<file path="src/rtl/serial_subtractor_pkg.sv">
// ----------------------------------------------------------------------------
// serial_subtractor_pkg
//   Shared definitions for the bit-serial subtractor slice.
//   - ST_IDLE / ST_RUN / ST_DONE : FSM state encodings
//   - state_e                    : typed FSM state built on those encodings
// ----------------------------------------------------------------------------
package serial_subtractor_pkg;

    localparam logic [1:0] ST_IDLE = 2'd0;
    localparam logic [1:0] ST_RUN  = 2'd1;
    localparam logic [1:0] ST_DONE = 2'd2;

    typedef enum logic [1:0] {
        IDLE = ST_IDLE,
        RUN  = ST_RUN,
        DONE = ST_DONE
    } state_e;

endpackage

</file>
<file path="src/rtl/serial_subtractor_full_subtractor.sv">
// ----------------------------------------------------------------------------
// full_subtractor
//   Gate-level one-bit full subtractor: in_a - in_b - in_bor.
//   Built from two half-subtractor stages whose borrows are ORed.
//   Ports:
//     in_a    : minuend bit
//     in_b    : subtrahend bit
//     in_bor  : incoming borrow
//     out_d   : difference bit
//     out_bor : outgoing borrow
// ----------------------------------------------------------------------------
module full_subtractor (
    input  logic in_a,
    input  logic in_b,
    input  logic in_bor,
    output logic out_d,
    output logic out_bor
);

    logic hs1_d_s;
    logic hs1_bor_s;
    logic hs2_bor_s;

    // First half subtractor: a - b
    assign hs1_d_s   = in_a ^ in_b;
    assign hs1_bor_s = ~in_a & in_b;

    // Second half subtractor: (a - b) - bor
    assign out_d     = hs1_d_s ^ in_bor;
    assign hs2_bor_s = ~hs1_d_s & in_bor;

    // Either stage borrowing means the whole cell borrows
    assign out_bor   = hs1_bor_s | hs2_bor_s;

endmodule

</file>
<file path="src/rtl/serial_subtractor.sv">
// ----------------------------------------------------------------------------
// serial_subtractor
//   Bit-serial WIDTH-bit subtractor computing a - b one bit per clock, LSB
//   first, through a single full_subtractor cell and a borrow flip-flop.
//   Operands are accepted on an in_valid/in_ready handshake; the difference and
//   flags are offered on an out_valid/out_ready handshake.
//   Result appears WIDTH cycles after the accept edge; with out_ready held high
//   one result is produced every WIDTH+2 cycles.
//   Parameters:
//     WIDTH      : operand/result width, legal range 2..32
//   Ports:
//     clk        : rising-edge clock
//     reset      : synchronous active-high reset
//     in_valid   : operands present on in_a / in_b
//     in_ready   : block can accept operands (IDLE)
//     in_a       : minuend
//     in_b       : subtrahend
//     out_valid  : result registers hold a completed result (DONE)
//     out_ready  : consumer accepts the result
//     out_d      : (a - b) mod 2^WIDTH
//     out_borrow : unsigned borrow, 1 iff a < b
//     out_ovf    : two's-complement overflow
//     out_zero   : out_d == 0
// ----------------------------------------------------------------------------
module serial_subtractor
    import serial_subtractor_pkg::*;
#(
    parameter int WIDTH = 8
) (
    input  logic             clk,
    input  logic             reset,
    input  logic             in_valid,
    output logic             in_ready,
    input  logic [WIDTH-1:0] in_a,
    input  logic [WIDTH-1:0] in_b,
    output logic             out_valid,
    input  logic             out_ready,
    output logic [WIDTH-1:0] out_d,
    output logic             out_borrow,
    output logic             out_ovf,
    output logic             out_zero
);

    // $clog2(WIDTH) bits always reach WIDTH-1 for WIDTH >= 2
    localparam int               CNT_W    = $clog2(WIDTH);
    localparam logic [CNT_W-1:0] CNT_LAST = CNT_W'(WIDTH - 1);
    localparam logic [CNT_W-1:0] CNT_ONE  = CNT_W'(1);

    state_e             state_r;
    logic [WIDTH-1:0]   a_sh_r;
    logic [WIDTH-1:0]   b_sh_r;
    logic               a_msb_r;
    logic               b_msb_r;
    logic               bor_r;
    logic [CNT_W-1:0]   cnt_r;
    // Only WIDTH-1 partial bits are ever stored; the final bit is combined in
    // res_next_s on the last RUN edge and goes straight to out_d_r.
    logic [WIDTH-2:0]   res_r;

    logic               in_ready_r;
    logic               out_valid_r;
    logic [WIDTH-1:0]   out_d_r;
    logic               out_borrow_r;
    logic               out_ovf_r;
    logic               out_zero_r;

    logic               d_bit_s;
    logic               bor_next_s;
    logic [WIDTH-1:0]   res_next_s;

    full_subtractor u_full_subtractor (
        .in_a    (a_sh_r[0]),
        .in_b    (b_sh_r[0]),
        .in_bor  (bor_r),
        .out_d   (d_bit_s),
        .out_bor (bor_next_s)
    );

    // Result register after this bit shifts in from the MSB end
    always_comb begin
        res_next_s = {d_bit_s, res_r};
    end

    // Handshake FSM, serial datapath and registered outputs
    always_ff @(posedge clk) begin
        if (reset) begin
            state_r      <= IDLE;
            a_sh_r       <= {WIDTH{1'b0}};
            b_sh_r       <= {WIDTH{1'b0}};
            a_msb_r      <= 1'b0;
            b_msb_r      <= 1'b0;
            bor_r        <= 1'b0;
            cnt_r        <= {CNT_W{1'b0}};
            res_r        <= {(WIDTH-1){1'b0}};
            in_ready_r   <= 1'b1;
            out_valid_r  <= 1'b0;
            out_d_r      <= {WIDTH{1'b0}};
            out_borrow_r <= 1'b0;
            out_ovf_r    <= 1'b0;
            out_zero_r   <= 1'b0;
        end else begin
            case (state_r)
                IDLE: begin
                    if (in_valid) begin
                        a_sh_r     <= in_a;
                        b_sh_r     <= in_b;
                        a_msb_r    <= in_a[WIDTH-1];
                        b_msb_r    <= in_b[WIDTH-1];
                        bor_r      <= 1'b0;
                        cnt_r      <= {CNT_W{1'b0}};
                        res_r      <= {(WIDTH-1){1'b0}};
                        in_ready_r <= 1'b0;
                        state_r    <= RUN;
                    end else begin
                        in_ready_r  <= 1'b1;
                        out_valid_r <= 1'b0;
                    end
                end

                RUN: begin
                    a_sh_r <= {1'b0, a_sh_r[WIDTH-1:1]};
                    b_sh_r <= {1'b0, b_sh_r[WIDTH-1:1]};
                    bor_r  <= bor_next_s;
                    res_r  <= res_next_s[WIDTH-1:1];
                    cnt_r  <= cnt_r + CNT_ONE;
                    if (cnt_r == CNT_LAST) begin
                        out_d_r      <= res_next_s;
                        out_borrow_r <= bor_next_s;
                        // Overflow only when operand signs differ and the
                        // result sign disagrees with the minuend sign.
                        out_ovf_r    <= (a_msb_r != b_msb_r) && (d_bit_s != a_msb_r);
                        out_zero_r   <= (res_next_s == {WIDTH{1'b0}});
                        out_valid_r  <= 1'b1;
                        state_r      <= DONE;
                    end else begin
                        out_valid_r  <= 1'b0;
                    end
                end

                DONE: begin
                    // Outputs hold; in_ready rises only after this handshake
                    if (out_ready) begin
                        out_valid_r <= 1'b0;
                        in_ready_r  <= 1'b1;
                        state_r     <= IDLE;
                    end else begin
                        out_valid_r <= 1'b1;
                        in_ready_r  <= 1'b0;
                    end
                end

                default: begin
                    state_r     <= IDLE;
                    in_ready_r  <= 1'b1;
                    out_valid_r <= 1'b0;
                end
            endcase
        end
    end

    assign in_ready   = in_ready_r;
    assign out_valid  = out_valid_r;
    assign out_d      = out_d_r;
    assign out_borrow = out_borrow_r;
    assign out_ovf    = out_ovf_r;
    assign out_zero   = out_zero_r;

endmodule

</file>
<file path="config.mk">
export PLATFORM = sky130hd
export DESIGN_NAME = serial_subtractor
export DESIGN_NICKNAME = d
export VERILOG_FILES = /design/src/rtl/serial_subtractor_pkg.sv /design/src/rtl/serial_subtractor_full_subtractor.sv /design/src/rtl/serial_subtractor.sv
export SDC_FILE = /design/constraint.sdc
export NUM_CORES = 1
export LEC_CHECK = 0
export CORE_UTILIZATION = 45
export CTS_CLUSTER_DIAMETER = 200
export DETAILED_ROUTE_END_ITERATION = 12
export PLACE_DENSITY = 0.7
export SLEW_MARGIN = 20
export SYNTH_ARGS = -nofsm -noshare
export SYNTH_HDL_FRONTEND = slang
export SYNTH_SLANG_ARGS = --single-unit
</file>
<file path="constraint.sdc">
create_clock -name clk -period 1.9 [get_ports clk]
set_clock_uncertainty 0.15 [all_clocks]
set_input_delay 0.19 -clock clk [delete_from_list [all_inputs] [get_ports clk]]
set_output_delay 0.19 -clock clk [all_outputs]
set_load 0.03 [all_outputs]
</file>
==> results_dict.tcl, run 1 <==
set metrics [dict create \
    status "completed" \
    finish.utilization_pct 57.1 \
    route.vias.total 1560 \
    power.density_nw_per_um2 1010 \
    crit_fanout 35 \
    antenna_found_initial 0 \
    hold_class "in -> reg" \
    routed_wl_um 3680 \
    leakagePower_nw 0.893 \
    peakVddDrop_uv 611 \
    vias_per_cell 5.18 \
    synthDistinctLibCells 32 \
    num_rows 24 \
    cp_slowest_cell "mux2_8" \
    rrSetupSlack_ps 130 \
    netlist_area_sq_um 2030 \
    cts.clk_slew.worst_paths_ps 80 \
    tightest_slew_ps 500 \
    grt_pass1_wl_um 6570 \
    cts_num_sinks 44 \
    cts_hold_buf 0 \
    cts_tree "built" \
    synth_seq_area_share_pct 43.4 \
    critPathArrivalTime_ps 1790 \
    place_ws_ps 55.3 \
    pin_count 33 \
    worstRegToRegCells 5 \
    cp-end-kind "register" \
    cts_buffer_depth 2 \
    instances_no_fill 301 \
    period_share_pct 93.4 \
    final_layout_size_suffix_gt1_share_pct 13.7 \
    synthTopCellsByArea "dfxtp_1 43%, a211oi_2 8.6%, mux2i_1 7.4%, nand2_1 5.4%, a21oi_1 4.9%" \
    grt_pass1_vias 1462 \
    insertion_delay_ps 290 \
    synth_top_area_share_pct 43.4 \
    dp_hpwl_um 2580 \
    worstReg2RegEnd "a_sh_r[0]" \
    synth_top_cell_by_area "dfxtp_1" \
    cp_slowest_stage_delay_ps 500 \
    routabilityCongestion 0.854 \
    root_buffer "clkbuf_8" \
    nNetsFinal 278 \
    n_fill_cell 403 \
    final-setup-viol-count 0 \
    die_w_um 69.2 \
    hold_end "cnt_r[1]" \
    hp-start "reset" \
    crit_chain "inv_1 > ha_2 > mux2_8 > nor2_1 > a211oi_2" \
    critPathBufInv 1 \
    chipHeight_um 69.2 \
    startpoint_type "register" \
    finalHoldViolCount 0 \
    syn_inst 216 \
    r2r-start "state_r[1]" \
    timing.fmax_ghz 0.564 \
    report.final.slew_viol_count 0 \
    grt_use_total_pct 16.7 \
    port_buffers 32 \
    initial_core_util_pct 46.6 \
    synthToLayoutAreaGrowth_pct 22.4 \
    drc 0 \
    synth_nets 245 \
    post_synth.cell_area_avg_sq_um 9.40 \
    rsz0062_at_grt "no" \
    drt_first_pass_iters 4 \
    synth_seq_cells 44 \
    cts_made_buffers 5 \
    synth_warnings 0 \
    grt_max_degree 36 \
    dieArea_sq_um 4790 \
    ant_nets 0 \
    required_ps 1920 \
    grt_overflow_total 0 \
    drtIter0Drc 85 \
    finalSetupTns_ps 0 \
    fp.coreArea_sq_um 4350 \
    htree_levels 2 \
    min_path_cells 2 \
    max_slew_margin_pct 66.6 \
    antenna_cells 0 \
    crit_family "multiplexers" \
    total_power_mw 2.51 \
    dp_cells 294 \
    period_minus_slack_ps 1770 \
    maxCapViolCount 0 \
    layout_setup_ws_ps 126 \
    wire_per_inst_um 12.2 \
    worstSetupPathType "reg -> reg" \
]
[flip-flops by register name, summed over array words and instances, names as in the netlist, 2 cells and up]
register / flops
res_r: 7
out_d: 8
b_sh_r: 8
a_sh_r: 8
cnt_r: 3
state_r: 2
[final cells by class]
| class | instances | area, sq um | area share [%] |
|---|---|---|---|
| clock buffer | 6 | 72.6 | 2.92 |
| clock inverter | 1 | 5.00 | 0.201 |
| inverter | 7 | 26.3 | 1.06 |
| multi-input combinational | 150 | 1040 | 41.9 |
| sequential | 44 | 881 | 35.4 |
| tap | 52 | 65.1 | 2.62 |
| timing repair buffer | 41 | 395 | 15.9 |
[cells by family (layout without fill, tap and decap cells)]
group / after synthesis / after routing / share of synthesized area (%)
buffers and inverters: 22 / 55 / 6.10
flip-flops: 44 / 44 / 43.4
AO/OA/AOI/OAI: 46 / 46 / 18.4
AND/OR/NAND/NOR: 78 / 78 / 17.1
multiplexers: 17 / 17 / 8.81
adder cells (fa/ha/maj): 9 / 9 / 6.28
[cells in the mapped netlist (all sizes together)]
library cell	count
a2111oi	1
a211oi	16
a21oi	20
a221oi	1
a22oi	2
a32oi	3
and2	1
and3b	1
buf	13
clkbuf	2
dfxtp	44
fa	2
ha	7
inv	7
mux2	1
mux2i	16
nand2	29
nand2b	3
nand3	10
nand3b	2
nor2	23
nor2b	4
nor3	3
nor4	2
o211ai	1
o21bai	1
o31a	1
[how the worst max path moves through the flow]
stage                    start        end  depth (start not counted)
floorplan           state_r[0]  a_sh_r[5]                          7
global placement    state_r[0]  a_sh_r[3]                          5
detailed placement  state_r[0]   res_r[3]                          5
CTS                 state_r[0]  a_sh_r[3]                          5
global route        state_r[0]  a_sh_r[2]                          5
finish              state_r[1]  a_sh_r[0]                          5
[stage by stage]
step,area (sq um),hold WS (ps)
after global routing,2490,222
after detailed placement,2390,299
after CTS,2470,196
final,2490,202
after floorplan,2030,187
after global placement,2390,292
[timing repair]
item                       4_1_cts  5_1_grt
buffers inserted                 0        0
gates resized for setup          0        3
setup endpoints to repair        0       24
[per-layer routing]
metal / track usage (%) / share of wire, % / up-vias
met3: 3.78 / 3.3 / 5
met4: 6.12 / 1.1 / 0
met2: 27.1 / 46 / 29
li1: - / - / 807
met5: 0 / 0 / -
met1: 21.8 / 50 / 719
[power breakdown]
part           total [mW]  switching [mW]  internal [mW]  leakage (nW)
sequential           1.10          0.0678           1.03         0.359
combinational       0.864           0.469          0.395         0.493
clock               0.542           0.292          0.250        0.0410
total                2.51           0.829           1.68         0.893
[cell usage in the layout (no fill, tap or decap), drive strengths merged, types with 2 or more instances in the layout]
cell	Yosys	routed
a32oi	3	3
a22oi	2	2
clkbuf	2	6
inv	7	7
dfxtp	44	44
nand2b	3	3
nor2	23	23
nand2	29	29
mux2i	16	16
nor3	3	3
nand3b	2	2
nor4	2	2
nor2b	4	4
a211oi	16	16
ha	7	7
clkdlybuf4s50	0	31
a21oi	20	20
nand3	10	10
buf	13	10
fa	2	2
[worst reg2reg max path, stage by stage (launching register included)]
cell      delay (ps)
dfxtp_1          320
inv_1            130
ha_2             320
mux2_8           500
nor2_1           180
a211oi_2          60
No activity file was read; power rests on OpenSTA's default activity.
==> run 2: changes to the inputs <==
--- a/config.mk
+++ b/config.mk
@@ -5,11 +5,12 @@
 export SDC_FILE = /design/constraint.sdc
 export NUM_CORES = 1
 export LEC_CHECK = 0
+export ABC_CLOCK_PERIOD_IN_PS = 1900
 export CORE_UTILIZATION = 45
 export CTS_CLUSTER_DIAMETER = 200
 export DETAILED_ROUTE_END_ITERATION = 12
 export PLACE_DENSITY = 0.7
-export SLEW_MARGIN = 20
+export SKIP_CTS_REPAIR_TIMING = 1
 export SYNTH_ARGS = -nofsm -noshare
 export SYNTH_HDL_FRONTEND = slang
 export SYNTH_SLANG_ARGS = --single-unit
==> results of run 2 <==
The final DEF is identical to that of run 1; final timing and power are the same.
==> run 3: changes to the inputs <==
--- a/config.mk
+++ b/config.mk
@@ -9,7 +9,7 @@
 export CORE_UTILIZATION = 45
 export CTS_CLUSTER_DIAMETER = 200
 export DETAILED_ROUTE_END_ITERATION = 12
-export PLACE_DENSITY = 0.7
+export PLACE_DENSITY = 0.78
 export SKIP_CTS_REPAIR_TIMING = 1
 export SYNTH_ARGS = -nofsm -noshare
 export SYNTH_HDL_FRONTEND = slang
==> run 3 against run 2 <==
Against the previous run:
- utilization grew 0.66 points
- global-route usage grew 0.71 points
- die area is the same
- sequential share of layout area shrank 0.41 points
- hold slack lost 23 ps
- fmax grew 3.0%
- via count grew 2.5%
- setup slack gained 51 ps
- highest routed layer unchanged
- total power grew 3.4%
- clock-buffer cell count shrank 1
- non-clock buffer count shrank 1
==> results_dict.tcl, run 3 (synthesis gave the netlist of run 1 again) <==
set metrics [dict create \
    htree_levels 2 \
    root_buffer "clkbuf_8" \
    crit_fanout 17 \
    n_fill_cell 396 \
    grt_max_degree 36 \
    place_area_sq_um 2400 \
    wire_per_inst_um 12.9 \
    power.density_nw_per_um2 1030 \
    holdWs_ps 179 \
    startpoint_type "register" \
    maxCapViolCount 0 \
    synthToLayoutAreaGrowth_pct 23.8 \
    cts_buffer_depth 2 \
    routabilityCongestion 0.779 \
    nNetsFinal 278 \
    dp_hpwl_um 2570 \
    final-setup-viol-count 0 \
    max_slew_margin_pct 66.8 \
    vias_per_cell 5.29 \
    cts_num_sinks 44 \
    initial_core_util_pct 46.6 \
    period_share_pct 90.7 \
    ant_nets 0 \
    status "completed" \
    peakVddDrop_uv 532 \
    cp-end-kind "register" \
    seq_area_sq_um 881 \
    cts.clk_slew.worst_paths_ps 80 \
    tightest_slew_ps 498 \
    chipHeight_um 69.2 \
    drtIter0Drc 88 \
    cts_tree "built" \
    route.vias.total 1599 \
    die_w_um 69.2 \
    layout_common_cells "44 x dfxtp_1, 31 x clkdlybuf4s50_1, 29 x nand2_1" \
    dieArea_sq_um 4790 \
    dp_cells 293 \
    antenna_found_initial 0 \
    insertion_delay_ps 300 \
    timing.fmax_ghz 0.580 \
    required_ps 1980 \
    multi_input_area_sq_um 1050 \
    layout_commonest_cell "dfxtp_1" \
    grt_use_total_pct 17.4 \
    num_rows 24 \
    grt_pass1_wl_um 6670 \
    period_minus_slack_ps 1720 \
    grt_overflow_total 0 \
    finalHoldViolCount 0 \
    worstSetupPathType "reg -> reg" \
    rsz0062_at_grt "no" \
    instances_no_fill 302 \
    cts_made_buffers 5 \
    pin_count 33 \
    report.final.slew_viol_count 0 \
    drc 0 \
    finalSetupTns_ps 0 \
    leakagePower_nw 0.908 \
    final_layout_size_suffix_gt1_share_pct 14.0 \
    drt_first_pass_iters 4 \
    port_buffers 32 \
    finish.utilization_pct 57.8 \
    routed_wl_um 3900 \
    antenna_cells 0 \
    finish.instance_area_sq_um 2510 \
    critPathArrivalTime_ps 1800 \
    fp.coreArea_sq_um 4350 \
    grt_pass1_vias 1559 \
    hold_class "in -> reg" \
]
[run 3: final timing paths]
kind	endpoint	startpoint	slack (ps)	cells after the start
worst min-delay path	res_r[6]	reset	180	2
worst max-delay path	b_sh_r[2]	state_r[1]	180	5
worst min register to register	out_d[6]	out_d[6]	310	2
worst max register to register	b_sh_r[2]	state_r[1]	180	5
[run 3: final cells by class]
class | count | share of cell area, %
clock buffers | 5 | 2.74
flip-flops and latches | 44 | 35.0
clock inverters | 3 | 0.746
inverters | 7 | 1.04
multi-input cells | 151 | 41.9
repair buffers | 40 | 15.9
well taps | 52 | 2.59
[run 3: stage by stage]
stage / setup WS, ps / power (mW)
after floorplan: 214 / 1.80
after global placement: 101 / 1.96
after detailed placement: 41.1 / 1.99
after CTS: 18.8 / 2.56
after global routing: 41.9 / 2.76
final: 177 / 2.59
[run 3: power by group]
group	internal (mW)	leakage (nW)	switching, mW
Combinational	0.418	0.501	0.490
Sequential	1.03	0.359	0.0702
Clock	0.256	0.0479	0.325
Total	1.71	0.908	0.885
[run 3: worst max-delay path, cell delays in order, from the launching register on]
cell and delay [ps]:
dfxtp_1 320, inv_1 160, ha_1 350, mux2_4 390, nor2_1 90, a211oi_2 190
[run 3: per-layer routing]
metal | up-vias | wire [um] | global-route usage (%) | part of all wire (%)
met2 | 44 | 1860 | 29.1 | 48
met1 | 737 | 1790 | 21.0 | 46
met3 | 7 | 158 | 3.49 | 4.1
li1 | 811 | - | - | -
met5 | - | 0 | 0 | 0
met4 | 0 | 86 | 9.52 | 2.2
